<file path="src/rtl/cpu_pkg.sv">
// Shared CPU pipeline types: decoder control bundle, RAM access widths, register constants.
// Latency: n/a (types and constants only).
// Backpressure: n/a.
package cpu_pkg;

    // Memory access width codes carried in ram_sel.
    localparam logic [1:0] RAM_WORD = 2'b00;
    localparam logic [1:0] RAM_HALF = 2'b01;
    localparam logic [1:0] RAM_BYTE = 2'b10;

    // Link register written by jal.
    localparam logic [4:0] REG_RA = 5'd31;

    // All decoder control points, shared by decoder, ID/EX and EX/MEM.
    typedef struct packed {
        logic       beq;
        logic       bne;
        logic       mem_to_reg;
        logic       mem_write;
        logic       alu_src_b;
        logic       reg_write;
        logic       reg_dst;
        logic       signed_ext;
        logic       jal;
        logic       jmp;
        logic       jr;
        logic       syscall;
        logic       shamt_sel;
        logic       sp_branch;
        logic [3:0] alu_op;
        logic [1:0] ram_sel;
    } ctrl_t;

    // A bubble carries no side effects: every control point is zero.
    localparam ctrl_t CTRL_BUBBLE = '0;

    // Operands and instruction fields travelling with the control bundle.
    typedef struct packed {
        logic [31:0] pc;
        logic [31:0] rs_data;
        logic [31:0] rt_data;
        logic [31:0] imm_ext;
        logic [4:0]  rs;
        logic [4:0]  rt;
        logic [4:0]  rd;
        logic [4:0]  shamt;
    } data_t;

    localparam data_t DATA_ZERO = '0;

    // Destination register: jal links to $ra, R-type uses rd, everything else rt.
    function automatic logic [4:0] dest_reg(input ctrl_t c, input logic [4:0] rt,
                                            input logic [4:0] rd);
        if (c.jal)
            return REG_RA;
        else if (c.reg_dst)
            return rd;
        else
            return rt;
    endfunction

endpackage

</file>
<file path="src/rtl/id_ex_register_if.sv">
// ID/EX boundary bundle: stall/flush controls, decoder-side id_* signals, EX-side ex_* signals.
// Ports: master = ID side (drives id_*, stall, flush); slave = ID/EX register (drives ex_*, load_use).
// Backpressure: load_use tells the upstream PC and IF/ID to hold in the same cycle.
interface id_ex_register_if;
    logic        stall, flush;

    logic        id_valid;
    logic        id_beq, id_bne, id_mem_to_reg, id_mem_write, id_alu_src_b, id_reg_write;
    logic        id_reg_dst, id_signed_ext, id_jal, id_jmp, id_jr, id_syscall;
    logic        id_shamt_sel, id_sp_branch;
    logic [3:0]  id_alu_op;
    logic [1:0]  id_ram_sel;
    logic [31:0] id_pc, id_rs_data, id_rt_data, id_imm_ext;
    logic [4:0]  id_rs, id_rt, id_rd, id_shamt;

    logic        ex_valid;
    logic        ex_beq, ex_bne, ex_mem_to_reg, ex_mem_write, ex_alu_src_b, ex_reg_write;
    logic        ex_reg_dst, ex_signed_ext, ex_jal, ex_jmp, ex_jr, ex_syscall;
    logic        ex_shamt_sel, ex_sp_branch;
    logic [3:0]  ex_alu_op;
    logic [1:0]  ex_ram_sel;
    logic [31:0] ex_pc, ex_rs_data, ex_rt_data, ex_imm_ext;
    logic [4:0]  ex_rs, ex_rt, ex_rd, ex_shamt;
    logic [4:0]  ex_wr_addr;

    logic        load_use;

    modport master (
        output stall, flush, id_valid,
        output id_beq, id_bne, id_mem_to_reg, id_mem_write, id_alu_src_b, id_reg_write,
        output id_reg_dst, id_signed_ext, id_jal, id_jmp, id_jr, id_syscall,
        output id_shamt_sel, id_sp_branch, id_alu_op, id_ram_sel,
        output id_pc, id_rs_data, id_rt_data, id_imm_ext, id_rs, id_rt, id_rd, id_shamt,
        input  ex_valid,
        input  ex_beq, ex_bne, ex_mem_to_reg, ex_mem_write, ex_alu_src_b, ex_reg_write,
        input  ex_reg_dst, ex_signed_ext, ex_jal, ex_jmp, ex_jr, ex_syscall,
        input  ex_shamt_sel, ex_sp_branch, ex_alu_op, ex_ram_sel,
        input  ex_pc, ex_rs_data, ex_rt_data, ex_imm_ext, ex_rs, ex_rt, ex_rd, ex_shamt,
        input  ex_wr_addr, load_use
    );

    modport slave (
        input  stall, flush, id_valid,
        input  id_beq, id_bne, id_mem_to_reg, id_mem_write, id_alu_src_b, id_reg_write,
        input  id_reg_dst, id_signed_ext, id_jal, id_jmp, id_jr, id_syscall,
        input  id_shamt_sel, id_sp_branch, id_alu_op, id_ram_sel,
        input  id_pc, id_rs_data, id_rt_data, id_imm_ext, id_rs, id_rt, id_rd, id_shamt,
        output ex_valid,
        output ex_beq, ex_bne, ex_mem_to_reg, ex_mem_write, ex_alu_src_b, ex_reg_write,
        output ex_reg_dst, ex_signed_ext, ex_jal, ex_jmp, ex_jr, ex_syscall,
        output ex_shamt_sel, ex_sp_branch, ex_alu_op, ex_ram_sel,
        output ex_pc, ex_rs_data, ex_rt_data, ex_imm_ext, ex_rs, ex_rt, ex_rd, ex_shamt,
        output ex_wr_addr, load_use
    );
endinterface

</file>
<file path="src/rtl/hazard_detect.sv">
// Load-use hazard comparator: instruction in EX is a load whose result ID needs now.
// Latency: 0 (purely combinational). Ports: EX-side load/dest info in, ID rs/rt in, load_use out.
// Backpressure: load_use is the hold request itself; rt compare is unconditional (conservative).
module hazard_detect (
    input  logic       ex_valid,
    input  logic       ex_mem_to_reg,
    input  logic       ex_reg_write,
    input  logic [4:0] ex_wr_addr,
    input  logic       id_valid,
    input  logic [4:0] id_rs,
    input  logic [4:0] id_rt,
    output logic       load_use
);
    // $0 is never a real dependency, so a load targeting it cannot cause a hazard.
    assign load_use = ex_valid & ex_mem_to_reg & ex_reg_write & (ex_wr_addr != 5'd0) &
                      id_valid & ((ex_wr_addr == id_rs) | (ex_wr_addr == id_rt));
endmodule

</file>
<file path="src/rtl/id_ex_register.sv">
// ID/EX pipeline register with load-use bubble insertion and a saturating bubble counter.
// Latency: 1 cycle id_* -> ex_*. Ports: clk, rst, bus (slave side), bubble_cnt.
// Backpressure: stall freezes everything; flush or load_use captures a bubble instead of ID.
module id_ex_register
    import cpu_pkg::*;
#(
    parameter int CNT_W = 16
) (
    input  logic                  clk,
    input  logic                  rst,
    id_ex_register_if.slave       bus,
    output logic [CNT_W-1:0]      bubble_cnt
);
    localparam logic [CNT_W-1:0] CNT_MAX = '1;

    ctrl_t      id_ctrl, ex_ctrl;
    data_t      id_data, ex_data;
    logic       ex_valid;
    logic [4:0] ex_wr_addr;
    logic       load_use;

    assign id_ctrl = '{
        beq:        bus.id_beq,        bne:        bus.id_bne,
        mem_to_reg: bus.id_mem_to_reg, mem_write:  bus.id_mem_write,
        alu_src_b:  bus.id_alu_src_b,  reg_write:  bus.id_reg_write,
        reg_dst:    bus.id_reg_dst,    signed_ext: bus.id_signed_ext,
        jal:        bus.id_jal,        jmp:        bus.id_jmp,
        jr:         bus.id_jr,         syscall:    bus.id_syscall,
        shamt_sel:  bus.id_shamt_sel,  sp_branch:  bus.id_sp_branch,
        alu_op:     bus.id_alu_op,     ram_sel:    bus.id_ram_sel
    };

    assign id_data = '{
        pc:      bus.id_pc,      rs_data: bus.id_rs_data,
        rt_data: bus.id_rt_data, imm_ext: bus.id_imm_ext,
        rs:      bus.id_rs,      rt:      bus.id_rt,
        rd:      bus.id_rd,      shamt:   bus.id_shamt
    };

    hazard_detect u_hazard (
        .ex_valid      (ex_valid),
        .ex_mem_to_reg (ex_ctrl.mem_to_reg),
        .ex_reg_write  (ex_ctrl.reg_write),
        .ex_wr_addr    (ex_wr_addr),
        .id_valid      (bus.id_valid),
        .id_rs         (bus.id_rs),
        .id_rt         (bus.id_rt),
        .load_use      (load_use)
    );

    always_ff @(posedge clk or posedge rst) begin
        if (rst) begin
            ex_valid   <= 1'b0;
            ex_ctrl    <= CTRL_BUBBLE;
            ex_data    <= DATA_ZERO;
            ex_wr_addr <= 5'd0;
            bubble_cnt <= '0;
        end else if (!bus.stall) begin
            if (bus.flush || load_use) begin
                // Flush and load-use in the same cycle still make one bubble, one count.
                ex_valid   <= 1'b0;
                ex_ctrl    <= CTRL_BUBBLE;
                ex_data    <= DATA_ZERO;
                ex_wr_addr <= 5'd0;
                if (bubble_cnt != CNT_MAX)
                    bubble_cnt <= bubble_cnt + 1'b1;
            end else begin
                ex_valid   <= bus.id_valid;
                ex_ctrl    <= id_ctrl;
                ex_data    <= id_data;
                ex_wr_addr <= dest_reg(id_ctrl, bus.id_rt, bus.id_rd);
            end
        end
    end

    assign bus.load_use      = load_use;
    assign bus.ex_valid      = ex_valid;
    assign bus.ex_wr_addr    = ex_wr_addr;
    assign bus.ex_beq        = ex_ctrl.beq;
    assign bus.ex_bne        = ex_ctrl.bne;
    assign bus.ex_mem_to_reg = ex_ctrl.mem_to_reg;
    assign bus.ex_mem_write  = ex_ctrl.mem_write;
    assign bus.ex_alu_src_b  = ex_ctrl.alu_src_b;
    assign bus.ex_reg_write  = ex_ctrl.reg_write;
    assign bus.ex_reg_dst    = ex_ctrl.reg_dst;
    assign bus.ex_signed_ext = ex_ctrl.signed_ext;
    assign bus.ex_jal        = ex_ctrl.jal;
    assign bus.ex_jmp        = ex_ctrl.jmp;
    assign bus.ex_jr         = ex_ctrl.jr;
    assign bus.ex_syscall    = ex_ctrl.syscall;
    assign bus.ex_shamt_sel  = ex_ctrl.shamt_sel;
    assign bus.ex_sp_branch  = ex_ctrl.sp_branch;
    assign bus.ex_alu_op     = ex_ctrl.alu_op;
    assign bus.ex_ram_sel    = ex_ctrl.ram_sel;
    assign bus.ex_pc         = ex_data.pc;
    assign bus.ex_rs_data    = ex_data.rs_data;
    assign bus.ex_rt_data    = ex_data.rt_data;
    assign bus.ex_imm_ext    = ex_data.imm_ext;
    assign bus.ex_rs         = ex_data.rs;
    assign bus.ex_rt         = ex_data.rt;
    assign bus.ex_rd         = ex_data.rd;
    assign bus.ex_shamt      = ex_data.shamt;
endmodule
</file>
<file path="src/flat_wrapper.sv">
// flat-port wrapper written by rule: the top's interface ports become plain ports
module id_ex_register_flat import cpu_pkg::*;
#(
    parameter int CNT_W = 16
)
  (clk, rst, bubble_cnt, bus_stall, bus_flush, bus_id_valid, bus_id_beq, bus_id_bne, bus_id_mem_to_reg, bus_id_mem_write, bus_id_alu_src_b, bus_id_reg_write, bus_id_reg_dst, bus_id_signed_ext, bus_id_jal, bus_id_jmp, bus_id_jr, bus_id_syscall, bus_id_shamt_sel, bus_id_sp_branch, bus_id_alu_op, bus_id_ram_sel, bus_id_pc, bus_id_rs_data, bus_id_rt_data, bus_id_imm_ext, bus_id_rs, bus_id_rt, bus_id_rd, bus_id_shamt, bus_ex_valid, bus_ex_beq, bus_ex_bne, bus_ex_mem_to_reg, bus_ex_mem_write, bus_ex_alu_src_b, bus_ex_reg_write, bus_ex_reg_dst, bus_ex_signed_ext, bus_ex_jal, bus_ex_jmp, bus_ex_jr, bus_ex_syscall, bus_ex_shamt_sel, bus_ex_sp_branch, bus_ex_alu_op, bus_ex_ram_sel, bus_ex_pc, bus_ex_rs_data, bus_ex_rt_data, bus_ex_imm_ext, bus_ex_rs, bus_ex_rt, bus_ex_rd, bus_ex_shamt, bus_ex_wr_addr, bus_load_use);
  id_ex_register_if bus_i ();
  input  logic clk;
  input  logic rst;
  output logic [CNT_W-1:0] bubble_cnt;
  input wire logic [$bits(bus_i.stall)-1:0] bus_stall;
  input wire logic [$bits(bus_i.flush)-1:0] bus_flush;
  input wire logic [$bits(bus_i.id_valid)-1:0] bus_id_valid;
  input wire logic [$bits(bus_i.id_beq)-1:0] bus_id_beq;
  input wire logic [$bits(bus_i.id_bne)-1:0] bus_id_bne;
  input wire logic [$bits(bus_i.id_mem_to_reg)-1:0] bus_id_mem_to_reg;
  input wire logic [$bits(bus_i.id_mem_write)-1:0] bus_id_mem_write;
  input wire logic [$bits(bus_i.id_alu_src_b)-1:0] bus_id_alu_src_b;
  input wire logic [$bits(bus_i.id_reg_write)-1:0] bus_id_reg_write;
  input wire logic [$bits(bus_i.id_reg_dst)-1:0] bus_id_reg_dst;
  input wire logic [$bits(bus_i.id_signed_ext)-1:0] bus_id_signed_ext;
  input wire logic [$bits(bus_i.id_jal)-1:0] bus_id_jal;
  input wire logic [$bits(bus_i.id_jmp)-1:0] bus_id_jmp;
  input wire logic [$bits(bus_i.id_jr)-1:0] bus_id_jr;
  input wire logic [$bits(bus_i.id_syscall)-1:0] bus_id_syscall;
  input wire logic [$bits(bus_i.id_shamt_sel)-1:0] bus_id_shamt_sel;
  input wire logic [$bits(bus_i.id_sp_branch)-1:0] bus_id_sp_branch;
  input wire logic [$bits(bus_i.id_alu_op)-1:0] bus_id_alu_op;
  input wire logic [$bits(bus_i.id_ram_sel)-1:0] bus_id_ram_sel;
  input wire logic [$bits(bus_i.id_pc)-1:0] bus_id_pc;
  input wire logic [$bits(bus_i.id_rs_data)-1:0] bus_id_rs_data;
  input wire logic [$bits(bus_i.id_rt_data)-1:0] bus_id_rt_data;
  input wire logic [$bits(bus_i.id_imm_ext)-1:0] bus_id_imm_ext;
  input wire logic [$bits(bus_i.id_rs)-1:0] bus_id_rs;
  input wire logic [$bits(bus_i.id_rt)-1:0] bus_id_rt;
  input wire logic [$bits(bus_i.id_rd)-1:0] bus_id_rd;
  input wire logic [$bits(bus_i.id_shamt)-1:0] bus_id_shamt;
  output wire logic [$bits(bus_i.ex_valid)-1:0] bus_ex_valid;
  output wire logic [$bits(bus_i.ex_beq)-1:0] bus_ex_beq;
  output wire logic [$bits(bus_i.ex_bne)-1:0] bus_ex_bne;
  output wire logic [$bits(bus_i.ex_mem_to_reg)-1:0] bus_ex_mem_to_reg;
  output wire logic [$bits(bus_i.ex_mem_write)-1:0] bus_ex_mem_write;
  output wire logic [$bits(bus_i.ex_alu_src_b)-1:0] bus_ex_alu_src_b;
  output wire logic [$bits(bus_i.ex_reg_write)-1:0] bus_ex_reg_write;
  output wire logic [$bits(bus_i.ex_reg_dst)-1:0] bus_ex_reg_dst;
  output wire logic [$bits(bus_i.ex_signed_ext)-1:0] bus_ex_signed_ext;
  output wire logic [$bits(bus_i.ex_jal)-1:0] bus_ex_jal;
  output wire logic [$bits(bus_i.ex_jmp)-1:0] bus_ex_jmp;
  output wire logic [$bits(bus_i.ex_jr)-1:0] bus_ex_jr;
  output wire logic [$bits(bus_i.ex_syscall)-1:0] bus_ex_syscall;
  output wire logic [$bits(bus_i.ex_shamt_sel)-1:0] bus_ex_shamt_sel;
  output wire logic [$bits(bus_i.ex_sp_branch)-1:0] bus_ex_sp_branch;
  output wire logic [$bits(bus_i.ex_alu_op)-1:0] bus_ex_alu_op;
  output wire logic [$bits(bus_i.ex_ram_sel)-1:0] bus_ex_ram_sel;
  output wire logic [$bits(bus_i.ex_pc)-1:0] bus_ex_pc;
  output wire logic [$bits(bus_i.ex_rs_data)-1:0] bus_ex_rs_data;
  output wire logic [$bits(bus_i.ex_rt_data)-1:0] bus_ex_rt_data;
  output wire logic [$bits(bus_i.ex_imm_ext)-1:0] bus_ex_imm_ext;
  output wire logic [$bits(bus_i.ex_rs)-1:0] bus_ex_rs;
  output wire logic [$bits(bus_i.ex_rt)-1:0] bus_ex_rt;
  output wire logic [$bits(bus_i.ex_rd)-1:0] bus_ex_rd;
  output wire logic [$bits(bus_i.ex_shamt)-1:0] bus_ex_shamt;
  output wire logic [$bits(bus_i.ex_wr_addr)-1:0] bus_ex_wr_addr;
  output wire logic [$bits(bus_i.load_use)-1:0] bus_load_use;
  assign bus_i.stall = bus_stall;
  assign bus_i.flush = bus_flush;
  assign bus_i.id_valid = bus_id_valid;
  assign bus_i.id_beq = bus_id_beq;
  assign bus_i.id_bne = bus_id_bne;
  assign bus_i.id_mem_to_reg = bus_id_mem_to_reg;
  assign bus_i.id_mem_write = bus_id_mem_write;
  assign bus_i.id_alu_src_b = bus_id_alu_src_b;
  assign bus_i.id_reg_write = bus_id_reg_write;
  assign bus_i.id_reg_dst = bus_id_reg_dst;
  assign bus_i.id_signed_ext = bus_id_signed_ext;
  assign bus_i.id_jal = bus_id_jal;
  assign bus_i.id_jmp = bus_id_jmp;
  assign bus_i.id_jr = bus_id_jr;
  assign bus_i.id_syscall = bus_id_syscall;
  assign bus_i.id_shamt_sel = bus_id_shamt_sel;
  assign bus_i.id_sp_branch = bus_id_sp_branch;
  assign bus_i.id_alu_op = bus_id_alu_op;
  assign bus_i.id_ram_sel = bus_id_ram_sel;
  assign bus_i.id_pc = bus_id_pc;
  assign bus_i.id_rs_data = bus_id_rs_data;
  assign bus_i.id_rt_data = bus_id_rt_data;
  assign bus_i.id_imm_ext = bus_id_imm_ext;
  assign bus_i.id_rs = bus_id_rs;
  assign bus_i.id_rt = bus_id_rt;
  assign bus_i.id_rd = bus_id_rd;
  assign bus_i.id_shamt = bus_id_shamt;
  assign bus_ex_valid = bus_i.ex_valid;
  assign bus_ex_beq = bus_i.ex_beq;
  assign bus_ex_bne = bus_i.ex_bne;
  assign bus_ex_mem_to_reg = bus_i.ex_mem_to_reg;
  assign bus_ex_mem_write = bus_i.ex_mem_write;
  assign bus_ex_alu_src_b = bus_i.ex_alu_src_b;
  assign bus_ex_reg_write = bus_i.ex_reg_write;
  assign bus_ex_reg_dst = bus_i.ex_reg_dst;
  assign bus_ex_signed_ext = bus_i.ex_signed_ext;
  assign bus_ex_jal = bus_i.ex_jal;
  assign bus_ex_jmp = bus_i.ex_jmp;
  assign bus_ex_jr = bus_i.ex_jr;
  assign bus_ex_syscall = bus_i.ex_syscall;
  assign bus_ex_shamt_sel = bus_i.ex_shamt_sel;
  assign bus_ex_sp_branch = bus_i.ex_sp_branch;
  assign bus_ex_alu_op = bus_i.ex_alu_op;
  assign bus_ex_ram_sel = bus_i.ex_ram_sel;
  assign bus_ex_pc = bus_i.ex_pc;
  assign bus_ex_rs_data = bus_i.ex_rs_data;
  assign bus_ex_rt_data = bus_i.ex_rt_data;
  assign bus_ex_imm_ext = bus_i.ex_imm_ext;
  assign bus_ex_rs = bus_i.ex_rs;
  assign bus_ex_rt = bus_i.ex_rt;
  assign bus_ex_rd = bus_i.ex_rd;
  assign bus_ex_shamt = bus_i.ex_shamt;
  assign bus_ex_wr_addr = bus_i.ex_wr_addr;
  assign bus_load_use = bus_i.load_use;
  id_ex_register #(.CNT_W(CNT_W)) u_core (.clk(clk), .rst(rst), .bus(bus_i), .bubble_cnt(bubble_cnt));
endmodule
</file>
<file path="config.mk">
export PLATFORM = sky130hd
export DESIGN_NAME = id_ex_register_flat
export DESIGN_NICKNAME = d
export VERILOG_FILES = /design/src/rtl/cpu_pkg.sv /design/src/rtl/id_ex_register_if.sv /design/src/rtl/hazard_detect.sv /design/src/rtl/id_ex_register.sv /design/src/flat_wrapper.sv
export SDC_FILE = /design/constraint.sdc
export NUM_CORES = 1
export LEC_CHECK = 0
export CAP_MARGIN = 20
export CORE_ASPECT_RATIO = 2
export CORE_MARGIN = 3
export CORE_UTILIZATION = 36
export DETAILED_ROUTE_END_ITERATION = 16
export GPL_TIMING_DRIVEN = 0
export MAX_ROUTING_LAYER = met4
export PLACE_DENSITY = 0.81
export SLEW_MARGIN = 20
export SYNTH_ARGS = -nofsm -noshare
export SYNTH_HDL_FRONTEND = slang
export SYNTH_HIERARCHICAL = 1
export SYNTH_SLANG_ARGS = --single-unit
</file>
<file path="constraint.sdc">
create_clock -name clk -period 6.4 [get_ports clk]
set_input_delay 1.6 -clock clk [delete_from_list [all_inputs] [get_ports clk]]
set_output_delay 1.6 -clock clk [all_outputs]
set_load 0.02 [all_outputs]
</file>
==> flow_summary.yaml <==
run_status:
  status: "complete, no violations"
floorplan:
  rows: 72
  coreArea_um2: 19400
  initial_core_util_pct: 36.6
  die_x_um: 105
  die_h_um: 205
  pin_count: 364
  dieArea_um2: 21500
detailed_routing:
  drt_iter0_markers: 240
  viasPerCell: 5.18
  wl_met2_um: 13400
  drt-total-wl_um: 25500
  ant_nets: 0
  wl_met1_um: 9160
  drc: 0
  highest_layer: "met4"
  wl_met3_um: 1670
  drtPass1Iterations: 5
  vias: 6019
  post_drt_wl_per_cell_um: 21.9
clock_tree:
  cts_resized: 0
  cts_hold_buf: 0
  tritoncts: "done"
  cts.htree.levels: 4
  cts_made_buffers: 17
  clockRootBuffer: "clkbuf_16"
  clk_latency_ps: 450
  cts_sinks: 190
  post_cts.repair.setup_buffers: 0
  cts_buffer_depth: 2
  clk_pin_slew_ps: 70
worst_setup_path:
  worst_setup_path_end_kind: "output port"
  critPathMaxFanout: 5
  cp.required_ps: 4800
  crit_type: "primary input to output port"
  r2r_cells: 8
  worstSetupStartpointType: "primary input"
  cp_data_arrival_time_ps: 3900
timing:
  hold_viol: 0
  tightest_slew_ps: 785
  setup_ws_ps: 899
  slew_violations: 0
  rsz0062_at_grt: "no"
  setup-violations-final: 0
  tns_ps: 0
  skew_ps: 9.22
  period_minus_slack_ps: 5500
  slew_headroom_pct: 47.7
  period_share_pct: 86.0
  fmax_mhz: 182
yosys:
  synth-edff-count: 0
  synthTopCellsByArea: "dfrtp_1 67%, a22o_1 21%, xor2_1 2.2%, clkbuf_1 1.4%, buf_2 0.85%"
  yosys_warnings: 6
  netlist_instances: 500
  synth.top_cell.area_share_pct: 67.0
  ys.flop_type: "dfrtp_1"
  yosys.area.top_type: "dfrtp_1"
  synth_area_um2: 7100
  synth_nets: 674
  ys_seq_area_share_pct: 67.0
  synth.distinct_cells: 33
  ys_ff_latch: 190
  syn_area_per_cell_um2: 14.2
  async_reset_ff_share_pct: 100
layout:
  postLayoutCellArea_um2: 11900
  drive_above_1_share_pct: 6.77
  area_growth_syn_to_layout_pct: 67.1
  fin_cells: 1163
  fillers: 1478
  fin_nets: 1062
  register_area_um2: 4750
  final_cell_mix: "362 x clkdlybuf4s50_1, 190 x dfrtp_1, 169 x a22o_1"
  multi_input_area_um2: 2160
  layout_commonest_cell: "clkdlybuf4s50_1"
grt:
  grt_pass1_wl_um: 38700
  grt_pass1_vias: 6555
  antenna_found_initial: 3
  grt.total_usage_pct: 24.4
  grt.overflow.total: 0
  grt_max_degree: 35
placement:
  placed_area_um2: 11200
  numPortBuffers: 362
  place_inst: 1128
  gp_congestion: 0.901
  dpl.hpwl_um: 19500
  dp_slack_ps: 856
power:
  power-per-cell-area_nw_per_um2: 278
  power_leakage_nw: 5.20
  vdd_ir_drop_max_mv: 0.228
worst_hold_path:
  hp-class: "flip-flop to flip-flop"
  whs_path_depth: 1
flow_run:
  maxCapViolCount: 0
-- critical path, stage by stage --
cell and delay [ps]:
clkdlybuf4s50_1 460, xor2_1 160, nor3_1 200, nand3_1 120, a221oi_2 610, clkdlybuf4s50_1 740
-- through the flow --
| step | util, % | power, mW | hold slack, ps |
|---|---|---|---|
| 2_1_floorplan | - | 1.73 | 607 |
| 3_3_place_gp | 57.0 | 2.14 | 492 |
| 3_5_place_dp | 57.9 | 2.17 | 496 |
| 4_1_cts | 61.2 | 3.32 | 513 |
| 5_1_grt | 61.2 | 3.42 | 521 |
| 6_report | 61.2 | 3.29 | 505 |
-- power by group --
part           switching, mW  internal (mW)  leakage [nW]
Sequential             0.105           1.31          2.46
Combinational          0.347          0.385          2.42
Clock                  0.467          0.676         0.310
-- kinds of logic (layout without fill, tap and decap cells) --
| logic type | count (synthesis) | in the layout | synth area share, % |
|---|---|---|---|
| DFF | 190 | 190 | 67.0 |
| AOI/OAI and AO/OA | 186 | 186 | 22.6 |
| and+or+nand+nor | 58 | 58 | 4.76 |
| buffers and inverters | 42 | 443 | 2.54 |
| xor gates and xnor gates | 22 | 22 | 2.72 |
| adders and majority gates | 1 | 1 | 0.176 |
| muxes | 1 | 1 | 0.159 |
| other | 0 | 3 | 0 |
-- path summary, 6_finish.rpt --
path | start | slack (ps) | endpoint
max | bus_id_rt[1] | 900 | bus_load_use
max in group asynchronous | rst | 3910 | u_core/bus.ex_imm_ext[12]
min | u_core/bus.ex_rt_data[4] | 500 | u_core/bus.ex_rt_data[4]
min in group asynchronous | rst | 1540 | u_core/bus.ex_mem_write
max reg2reg | u_core/bus.ex_wr_addr[1] | 3590 | u_core/bubble_cnt[13]
min reg2reg | u_core/bus.ex_rt_data[4] | 500 | u_core/bus.ex_rt_data[4]
-- metal layers --
metal  up-vias  global-route usage [%]
met2       281                    40.9
met4         0                    12.5
met3        71                    6.91
li1       2701                       -
met1      2966                    26.1
met5         -                       -
-- synthesized netlist by cell type, drive strengths merged (2+ instances only) --
cell type  count
clkbuf        26
o21ai          7
nand3          7
xor2          18
nand2          9
nor2b          5
xnor2          4
buf           14
nor2           6
nand4          9
nor4           7
a22o         169
a211oi         5
dfrtp        190
nor3           9
a21oi          2
inv            2
-- area by class of cell --
| cell class | count | area share, % |
|---|---|---|
| clock inverters | 13 | 1.56 |
| inverters | 2 | 0.0950 |
| diodes | 3 | 0.0633 |
| well taps | 259 | 2.73 |
| plain buffers | 40 | 1.46 |
| repair buffers | 369 | 31.9 |
| multi-input cells | 268 | 18.2 |
| clock buffers | 19 | 3.82 |
| flip-flops and latches | 190 | 40.1 |
No activity file was read; power rests on OpenSTA's default activity.
